==> config.mk <==
export PLATFORM = sky130hd
export DESIGN_NAME = inst_fetch_if
export DESIGN_NICKNAME = d
export VERILOG_FILES = /design/src/rtl/inst_fetch_if.sv
export SDC_FILE = /design/constraint.sdc
export NUM_CORES = 1
export LEC_CHECK = 0
export CAP_MARGIN = 10
export CORE_AREA = 2 2 101 103
export DETAILED_ROUTE_END_ITERATION = 10
export DIE_AREA = 0 0 103 105
export HOLD_SLACK_MARGIN = 0.05
export PLACE_DENSITY = 0.76
export SLEW_MARGIN = 20
export SYNTH_ARGS = -nofsm -noshare
export SYNTH_HDL_FRONTEND = slang
export SYNTH_SLANG_ARGS = --single-unit
==> constraint.sdc <==
create_clock -name clk -period 3.3 [get_ports clk]
set_input_delay 0.33 -clock clk [delete_from_list [all_inputs] [get_ports clk]]
set_output_delay 0.33 -clock clk [all_outputs]
set_load 0.02 [all_outputs]
==> src/rtl/inst_fetch_if.sv <==
// ============================================================================
// Module      : inst_fetch_if
// Description : Instruction-fetch responder between the PC register and the
//               instruction-side SRAM-like bus. Runs one request/addr_ok/
//               data_ok transaction at a time, holds a stall request while the
//               word is outstanding, presents the word to IF/ID and discards
//               responses made stale by a pipeline flush.
// Optional    : INST_FETCH_ALIGN_CHECK_EN - when defined, a misaligned fetch
//               address in IDLE raises excepttype_o[ADEL_IDX] and issues no
//               bus request.
// Ports       : clk, rst (async, active-high)
//               pc_i, ce_i            - fetch address / enable from PC reg
//               stall, flush          - IF-stage stall / flush from CTRL
//               inst_o, excepttype_o  - word and exception flags to IF/ID
//               stallreq_o            - stall request to CTRL
//               inst_req_o, inst_addr_o, inst_addr_ok_i,
//               inst_data_ok_i, inst_rdata_i - instruction bus
// Revision    : 1.0 - initial release
// ============================================================================
`default_nettype none

module inst_fetch_if #(
    parameter int          ADEL_IDX = 4,
    parameter logic [31:0] NOP_INST = 32'h0000_0000
) (
    input  logic        clk,
    input  logic        rst,
    input  logic [31:0] pc_i,
    input  logic        ce_i,
    input  logic        stall,
    input  logic        flush,
    output logic [31:0] inst_o,
    output logic        stallreq_o,
    output logic [31:0] excepttype_o,
    output logic        inst_req_o,
    output logic [31:0] inst_addr_o,
    input  logic        inst_addr_ok_i,
    input  logic        inst_data_ok_i,
    input  logic [31:0] inst_rdata_i
);

    typedef enum logic [1:0] {
        S_IDLE = 2'd0,
        S_ADDR = 2'd1,
        S_DATA = 2'd2,
        S_HOLD = 2'd3
    } state_t;

    localparam logic [31:0] c_ADEL_MASK = 32'd1 << ADEL_IDX;

    state_t      r_state;
    state_t      w_state_nxt;
    logic [31:0] r_addr;
    logic        r_drop;
    logic        w_drop_nxt;
    logic [31:0] r_ibuf;
    logic [31:0] w_ibuf_nxt;
    logic        w_misal;
    logic        w_issue;
    logic        w_req;
    logic [31:0] w_addr;
    logic        w_stallreq;
    logic [31:0] w_inst;
    logic [31:0] w_exc;

`ifdef INST_FETCH_ALIGN_CHECK_EN
    assign w_misal = ce_i && (pc_i[1:0] != 2'b00);
`else
    assign w_misal = 1'b0;
`endif

    // A fresh request can only start from IDLE; flush suppresses it so the
    // redirected PC is fetched on the following cycle instead.
    assign w_issue = (r_state == S_IDLE) && ce_i && !flush && !w_misal;

    always_comb begin
        w_state_nxt = r_state;
        w_drop_nxt  = r_drop;
        w_ibuf_nxt  = r_ibuf;
        w_req       = 1'b0;
        w_addr      = r_addr;
        w_stallreq  = 1'b0;
        w_inst      = NOP_INST;
        w_exc       = 32'd0;
        case (r_state)
            S_IDLE: begin
                w_req      = w_issue;
                w_addr     = pc_i;
                w_stallreq = w_issue;
                if (w_misal && (r_state == S_IDLE)) begin
                    w_exc = c_ADEL_MASK;
                end
                if (w_issue) begin
                    w_state_nxt = inst_addr_ok_i ? S_DATA : S_ADDR;
                end
            end
            S_ADDR: begin
                // The request is never withdrawn once raised.
                w_req      = 1'b1;
                w_stallreq = 1'b1;
                if (flush) begin
                    w_drop_nxt = 1'b1;
                end
                if (inst_addr_ok_i) begin
                    w_state_nxt = S_DATA;
                end
            end
            S_DATA: begin
                if (inst_data_ok_i) begin
                    w_drop_nxt  = 1'b0;
                    w_state_nxt = S_IDLE;
                    if (!r_drop && !flush) begin
                        w_inst = inst_rdata_i;
                        // IF/ID is frozen: park the word until it can be taken.
                        if (stall) begin
                            w_ibuf_nxt  = inst_rdata_i;
                            w_state_nxt = S_HOLD;
                        end
                    end
                end else begin
                    w_stallreq = 1'b1;
                    if (flush) begin
                        w_drop_nxt = 1'b1;
                    end
                end
            end
            S_HOLD: begin
                w_inst = r_ibuf;
                if (flush) begin
                    w_ibuf_nxt  = 32'd0;
                    w_state_nxt = S_IDLE;
                end else if (!stall) begin
                    w_state_nxt = S_IDLE;
                end
            end
            default: begin
                w_state_nxt = S_IDLE;
            end
        endcase
    end

    always_ff @(posedge clk or posedge rst) begin
        if (rst) begin
            r_state <= S_IDLE;
            r_addr  <= 32'd0;
            r_drop  <= 1'b0;
            r_ibuf  <= 32'd0;
        end else begin
            r_state <= w_state_nxt;
            r_drop  <= w_drop_nxt;
            r_ibuf  <= w_ibuf_nxt;
            if (w_issue) begin
                r_addr <= pc_i;
            end
        end
    end

    // IDLE outputs follow the inputs combinationally, so gate them by reset.
    assign inst_req_o   = w_req & ~rst;
    assign stallreq_o   = w_stallreq & ~rst;
    assign inst_addr_o  = rst ? 32'd0 : w_addr;
    assign inst_o       = rst ? NOP_INST : w_inst;
    assign excepttype_o = rst ? 32'd0 : w_exc;

endmodule

`default_nettype wire

==> results of run 1 <==
power by group:
| part | total (mW) | switching [mW] | internal [mW] |
|---|---|---|---|
| clock | 0.841 | 0.317 | 0.524 |
| sequential | 1.47 | 0.237 | 1.23 |
| combinational | 1.77 | 0.869 | 0.898 |
| total | 4.07 | 1.42 | 2.65 |
per-stage QoR:
step	hold slack (ns)	setup slack (ns)	area, sq um	power (mW)	instances
after floorplan	0.4371	0.7145	3909	2.669	383
after global placement	0.4725	0.5082	5115	3.187	600
after detailed placement	0.4809	0.5196	5122	3.261	600
after CTS	0.4978	0.1596	5371	4.121	616
after global routing	0.5062	0.02625	5371	4.341	616
final	0.4914	0.1604	5371	4.074	616
cell type report:
class                      count  area [sq um]
clock buffer                  10         137.6
fill                         872          4268
multi-input combinational    252          1843
sequential                    67          1677
clock inverter                 6         111.4
tap                          133         166.4
timing repair buffer         144          1421
inverter                       4         15.01
registers in the layout, indices dropped and copies added, names as in the netlist:
signal / cells
r_drop: 1
r_addr: 32
r_state: 2
r_ibuf: 32
layout by cell type (no fill, tap or decap), drive strengths merged, types with 2 or more instances in the layout:
cell           instances
conb                  32
nand2                  2
a22oi                 32
bufinv                 3
ha                     4
mux2                  33
dfrtp                 67
clkbuf                10
mux2i                 33
nor4bb                 2
nor2                  65
a21oi                  2
a22o                  32
inv                    5
nand2b                 3
nand3b                 2
buf                    8
clkdlybuf4s50        136
how the worst min path moves through the flow:
stage | to | slack [ns] | cells after the start
floorplan | r_drop$_DFFE_PP0P_ | 0.44 | 1
global placement | r_addr[11]$_DFFE_PP0P_ | 0.47 | 1
detailed placement | r_addr[11]$_DFFE_PP0P_ | 0.48 | 1
CTS | r_addr[11]$_DFFE_PP0P_ | 0.50 | 1
global route | r_addr[11]$_DFFE_PP0P_ | 0.51 | 1
finish | r_addr[20]$_DFFE_PP0P_ | 0.49 | 1
kinds of logic after synthesis:
| family | after synthesis |
|---|---|
| mux | 66 |
| fa+ha+maj | 4 |
| flops | 67 |
| simple gates | 77 |
| compound gates | 73 |
| buf+inv | 64 |
| other cells | 1 |
metal layers:
layer  GRT usage [%]  up-vias  share of wire (%)
li1                -     1443                  -
met1           22.09     1429                 45
met5               0        -                  0
met2           25.83      142                 44
met3           4.615       10                9.8
met4           5.263        0                1.4
==> impl_metrics.toml, run 1 <==
[worst_setup_path]
cp-start-kind = "flip-flop"
startpoint = "r_state[0]$_DFFE_PP0P_"
critPathKind = "reg2out"
reg2reg_depth = 6
worst_path_largest_cell_delay_ns = 0.61
slowest_stage = "clkdlybuf4s50_1"
r2r-end = "r_addr[9]$_DFFE_PP0P_"
path_max_fanout = 32
crit_end = "inst_o[27]"
path_depth = 7
rrSetupSlack_ns = 1.29
r2r_start = "r_state[1]$_DFFE_PP0P_"
cp_data_required_time_ns = 2.97
critical_path_buf_inv_count = 3
crit_family = "buffers and inverters"
crit_chain = "inv_1 -> ha_1 -> nor4bb_4 -> buf_4 -> a22oi_1 -> nor2_1 -> clkdlybuf4s50_1"
crit_arrival_ns = 2.81
end_kind = "output port"

[sta]
finalHoldViolations = 0
min_period_ns = 3.140
finalSetupViolations = 0
tns_ns = 0
fin_crit_sh_pct = 95.14
drv_slew = 0
max_freq_mhz = 318.5
relSlewSlack_pct = 44.40
fin_skew_ns = 0.008483
rsz0062_at_grt = "no"
tightest_slew_ns = 0.8339

[yosys]
synthTopCellsByCount = "dfrtp_1 (67), nor2_1 (65), mux2_1 (33), mux2i_1 (33)"
yosysMostFrequentCell = "dfrtp_1"
synth_top_family_by_area = "multiplexers"
ys.flop_type = "dfrtp_1"
yosys.area.top_type = "dfrtp_1"
yosysWarnings = 0
synth_top_cell_area_share_pct = 44.21
netlist_instances = 352
synth_mux_area_share_pct = 18.51
synth-seq-cells = 67
synth_area_leaders = "dfrtp_1 (44%), mux2_1 (9.8%), mux2i_1 (8.7%)"
synthesis.area_sq_um = 3792
synth_fa_ha_area_share_pct = 1.320
synth_compound_area_share_pct = 15.80
synth-edff-count = 0
postSynthAreaPerCell_sq_um = 10.77
synthSimpleGateAreaFrac_pct = 9.205
yosys.cell_types.count = 31
synth-xor-area-share_pct = 0
ys_async_sr_fraction_pct = 100.0
ys_seq_area_share_pct = 44.21

[global_routing]
grt_antenna_before_repair = 0
overflow = 0
grt_first_pass_wirelength_um = 14390
grt_max_degree = 68
track_usage_pct = 16.54
grt_pass1_vias = 3047

[hold_path]
hold_class = "reg2reg"
worstHoldStart = "r_addr[20]$_DFFE_PP0P_"

[routing]
wl_per_cell_um = 14.59
detail-route-antenna-nets = 0
drt_iter0_drc = 97
drcViolationCount = 0
firstDrtPassIters = 4
routed_via_density = 4.909
vias = 3024
drt_wl_total_um = 8985

[clocking]
postCtsResizedCells = 0
clock-sinks = 67
cts-root-buf = "clkbuf_8"
cts_tree = "built"
cts.clk_slew.worst_paths_ns = 0.08
numCtsBuffers = 9
clock_latency_ns = 0.33
postCtsSetupRepairBufs = 0
clockBufferDepth = 2
hold_buffers = 0
htreeDepth = 3

[layout]
drive_gt1_share_pct = 6.625
antenna_cells = 0
areaGrowthSynthToFinish_pct = 41.64
fin_nets = 553
postLayoutCoreUtil_pct = 55.72

[floorplanning]
core_area_sq_um = 9639
dieArea_sq_um = 10820
io_pins = 169
die_w_um = 103
rows = 36
start_util_pct = 39.34
die_h_um = 105

[run]
cap_viol_max_count = 0

[placed_design]
portBuffers = 136
dp_hpwl_um = 6317
gp_congestion = 0.7570

[power]
powerDensity_nw_per_um2 = 758.5
leakage_nw = 2.282
vdd_drop_max_v = 0.0003063

[status]
status = "finished, final reports clean"
(Power assumes the default switching activity.)
==> run 2, diff against run 1 <==
- ABC_AREA: unset -> 1
- CORE_AREA: 2 2 101 103 -> 2 2 96 98
- DIE_AREA: 0 0 103 105 -> 0 0 98 100
- PLACE_DENSITY: 0.76 -> 0.83
==> impl_metrics.toml, run 2 <==
[worst_setup_path]
critPathKind = "reg2out"
rrSetupSlack_ns = 1.30
crit_arrival_ns = 2.64
r2r-end = "r_state[1]$_DFFE_PP0P_"
reg2reg_depth = 9
cp-start-kind = "flip-flop"
end_kind = "output port"
cp_data_required_time_ns = 2.97
startpoint = "r_state[0]$_DFFE_PP0P_"
r2r_start = "r_state[0]$_DFFE_PP0P_"
crit_end = "inst_o[25]"
path_max_fanout = 62

[global_routing]
track_usage_pct = 21.38
grt_pass1_vias = 3824
overflow = 0
grt_antenna_before_repair = 0
grt_max_degree = 63
grt_first_pass_wirelength_um = 17220

[placed_design]
gp_congestion = 0.8190
portBuffers = 136
dpl_worst_slack_ns = 0.5216
dp_hpwl_um = 7227

[power]
powerDensity_nw_per_um2 = 681.2
finalPower_mw = 3.730
vdd_drop_max_v = 0.0004621
leakage_nw = 2.577

[routing]
firstDrtPassIters = 5
drt_iter0_drc = 157
wl_per_cell_um = 12.96
routed_via_density = 5.001
detail-route-antenna-nets = 0
drcViolationCount = 0
vias = 3976
drt_wl_total_um = 10300

[yosys]
synth-seq-cells = 67
yosys.cell_types.count = 19
yosys.area.top_type = "dfrtp_1"
yosysWarnings = 0
ys_seq_area_share_pct = 42.87
synthTopCellsByCount = "nand2_1 (213), dfrtp_1 (67), a21oi_1 (48)"
synth_top_cell_area_share_pct = 42.87
synth-edff-count = 0
postSynthAreaPerCell_sq_um = 6.997
ys_async_sr_fraction_pct = 100.0
synthesis.area_sq_um = 3911
ys.flop_type = "dfrtp_1"
netlist_instances = 559
yosysMostFrequentCell = "nand2_1"
synth_area_leaders = "dfrtp_1 (43%), nand2_1 (20%), buf_4 (6.7%)"

[clocking]
cts-root-buf = "clkbuf_8"
cts.clk_slew.worst_paths_ns = 0.08
clock_latency_ns = 0.34
postCtsSetupRepairBufs = 0
hold_buffers = 0
clockBufferDepth = 2
htreeDepth = 3
cts_tree = "built"
numCtsBuffers = 9
clock-sinks = 67

[floorplanning]
rows = 35
io_pins = 169
core_area_sq_um = 8890
die_h_um = 100
die_w_um = 98
dieArea_sq_um = 9800
start_util_pct = 44.00

[sta]
tns_ns = 0
rsz0062_at_grt = "no"
fin_skew_ns = 0.01322
finalHoldViolations = 0
finalSetupViolations = 0
drv_slew = 0
timing.final.ws_setup_ns = 0.3286
fin_crit_sh_pct = 90.04
max_freq_mhz = 336.5
min_period_ns = 2.971

[layout]
fin_nets = 755
seqCellArea_sq_um = 1677
top_regs = "r_addr: 32 flops, r_ibuf: 32 flops, r_state: 2 flops"
final_common_cell = "nand2_1"
fillers = 784
multi_input_area_sq_um = 1837
drive_gt1_share_pct = 4.678
layout_common_cells = "nand2_1 (213), clkdlybuf4s50_1 (136), dfrtp_1 (67)"
postLayoutCoreUtil_pct = 61.59
areaGrowthSynthToFinish_pct = 39.99
antenna_cells = 0

[run]
cap_viol_max_count = 0

[hold_path]
hold_class = "in2async"

[status]
status = "finished, final reports clean"
run 2: worst max-delay path, cell delays in order, from the launching register on:
cell and delay [ns]:
dfrtp_1 0.42, inv_1 0.10, ha_1 0.27, nand2_1 0.12, nor3_4 0.20, buf_12 0.27
nand2_1 0.08, a21oi_1 0.17, clkdlybuf4s50_1 0.64
run 2: worst min path at each step:
stage	startpoint	end	cells past startpoint
finish	rst	r_addr[27]$_DFFE_PP0P_	2
global route	rst	r_addr[27]$_DFFE_PP0P_	2
CTS	rst	r_addr[27]$_DFFE_PP0P_	2
detailed placement	r_ibuf[1]$_DFFE_PP0P_	r_ibuf[1]$_DFFE_PP0P_	2
global placement	r_ibuf[6]$_DFFE_PP0P_	r_ibuf[6]$_DFFE_PP0P_	2
floorplan	pc_i[15]	r_addr[15]$_DFFE_PP0P_	2
run 2: logic make-up (layout without fill, tap and decap cells):
family          after synthesis  after routing  share of synthesized area, %
other cells                   1             32                       0.09588
fa+ha+maj                     4              4                         1.280
simple gates                297            297                         30.17
flops                        67             67                         42.87
compound gates               96             96                         12.38
buf+inv                      94            188                         13.21
run 2: cell type report:
cell class	count	area share [%]
repair buffers	147	27.06
well taps	111	2.537
multi-input cells	429	33.55
inverters	26	1.874
clock inverters	6	2.102
clock buffers	9	2.262
flip-flops and latches	67	30.62
run 2: power breakdown:
group	total [mW]	internal [mW]	switching, mW
combinational	1.67	0.665	1.00
sequential	1.25	1.09	0.155
clock	0.816	0.500	0.316
total	3.73	2.26	1.47
run 2: metrics by stage:
stage	area (sq um)	std cells	hold slack, ns
finish	5475	795	0.2568
CTS	5472	795	0.2500
global placement	5233	780	0.4527
global route	5475	795	0.2620
detailed placement	5233	780	0.4584
floorplan	4029	590	0.4396
run 2: what timing repair did:
action / in CTS / in global routing
endpoints found under the hold margin: 0 / 0
endpoints found under the setup margin: 0 / 14
resized for setup: 0 / 1
run 2: layer usage:
metal,global-route usage [%],routed length (um),share of wire (%)
met1,27.81,4435,43
met2,33.72,4727,46
met3,5.501,928,9.0
met4,9.829,210,2.0
met5,0,0,0
==> run 3, diff against run 2 <==
- SKIP_CTS_REPAIR_TIMING: unset -> 1
==> results of run 3 <==
Final layout, timing and power as in run 2 (identical DEF).
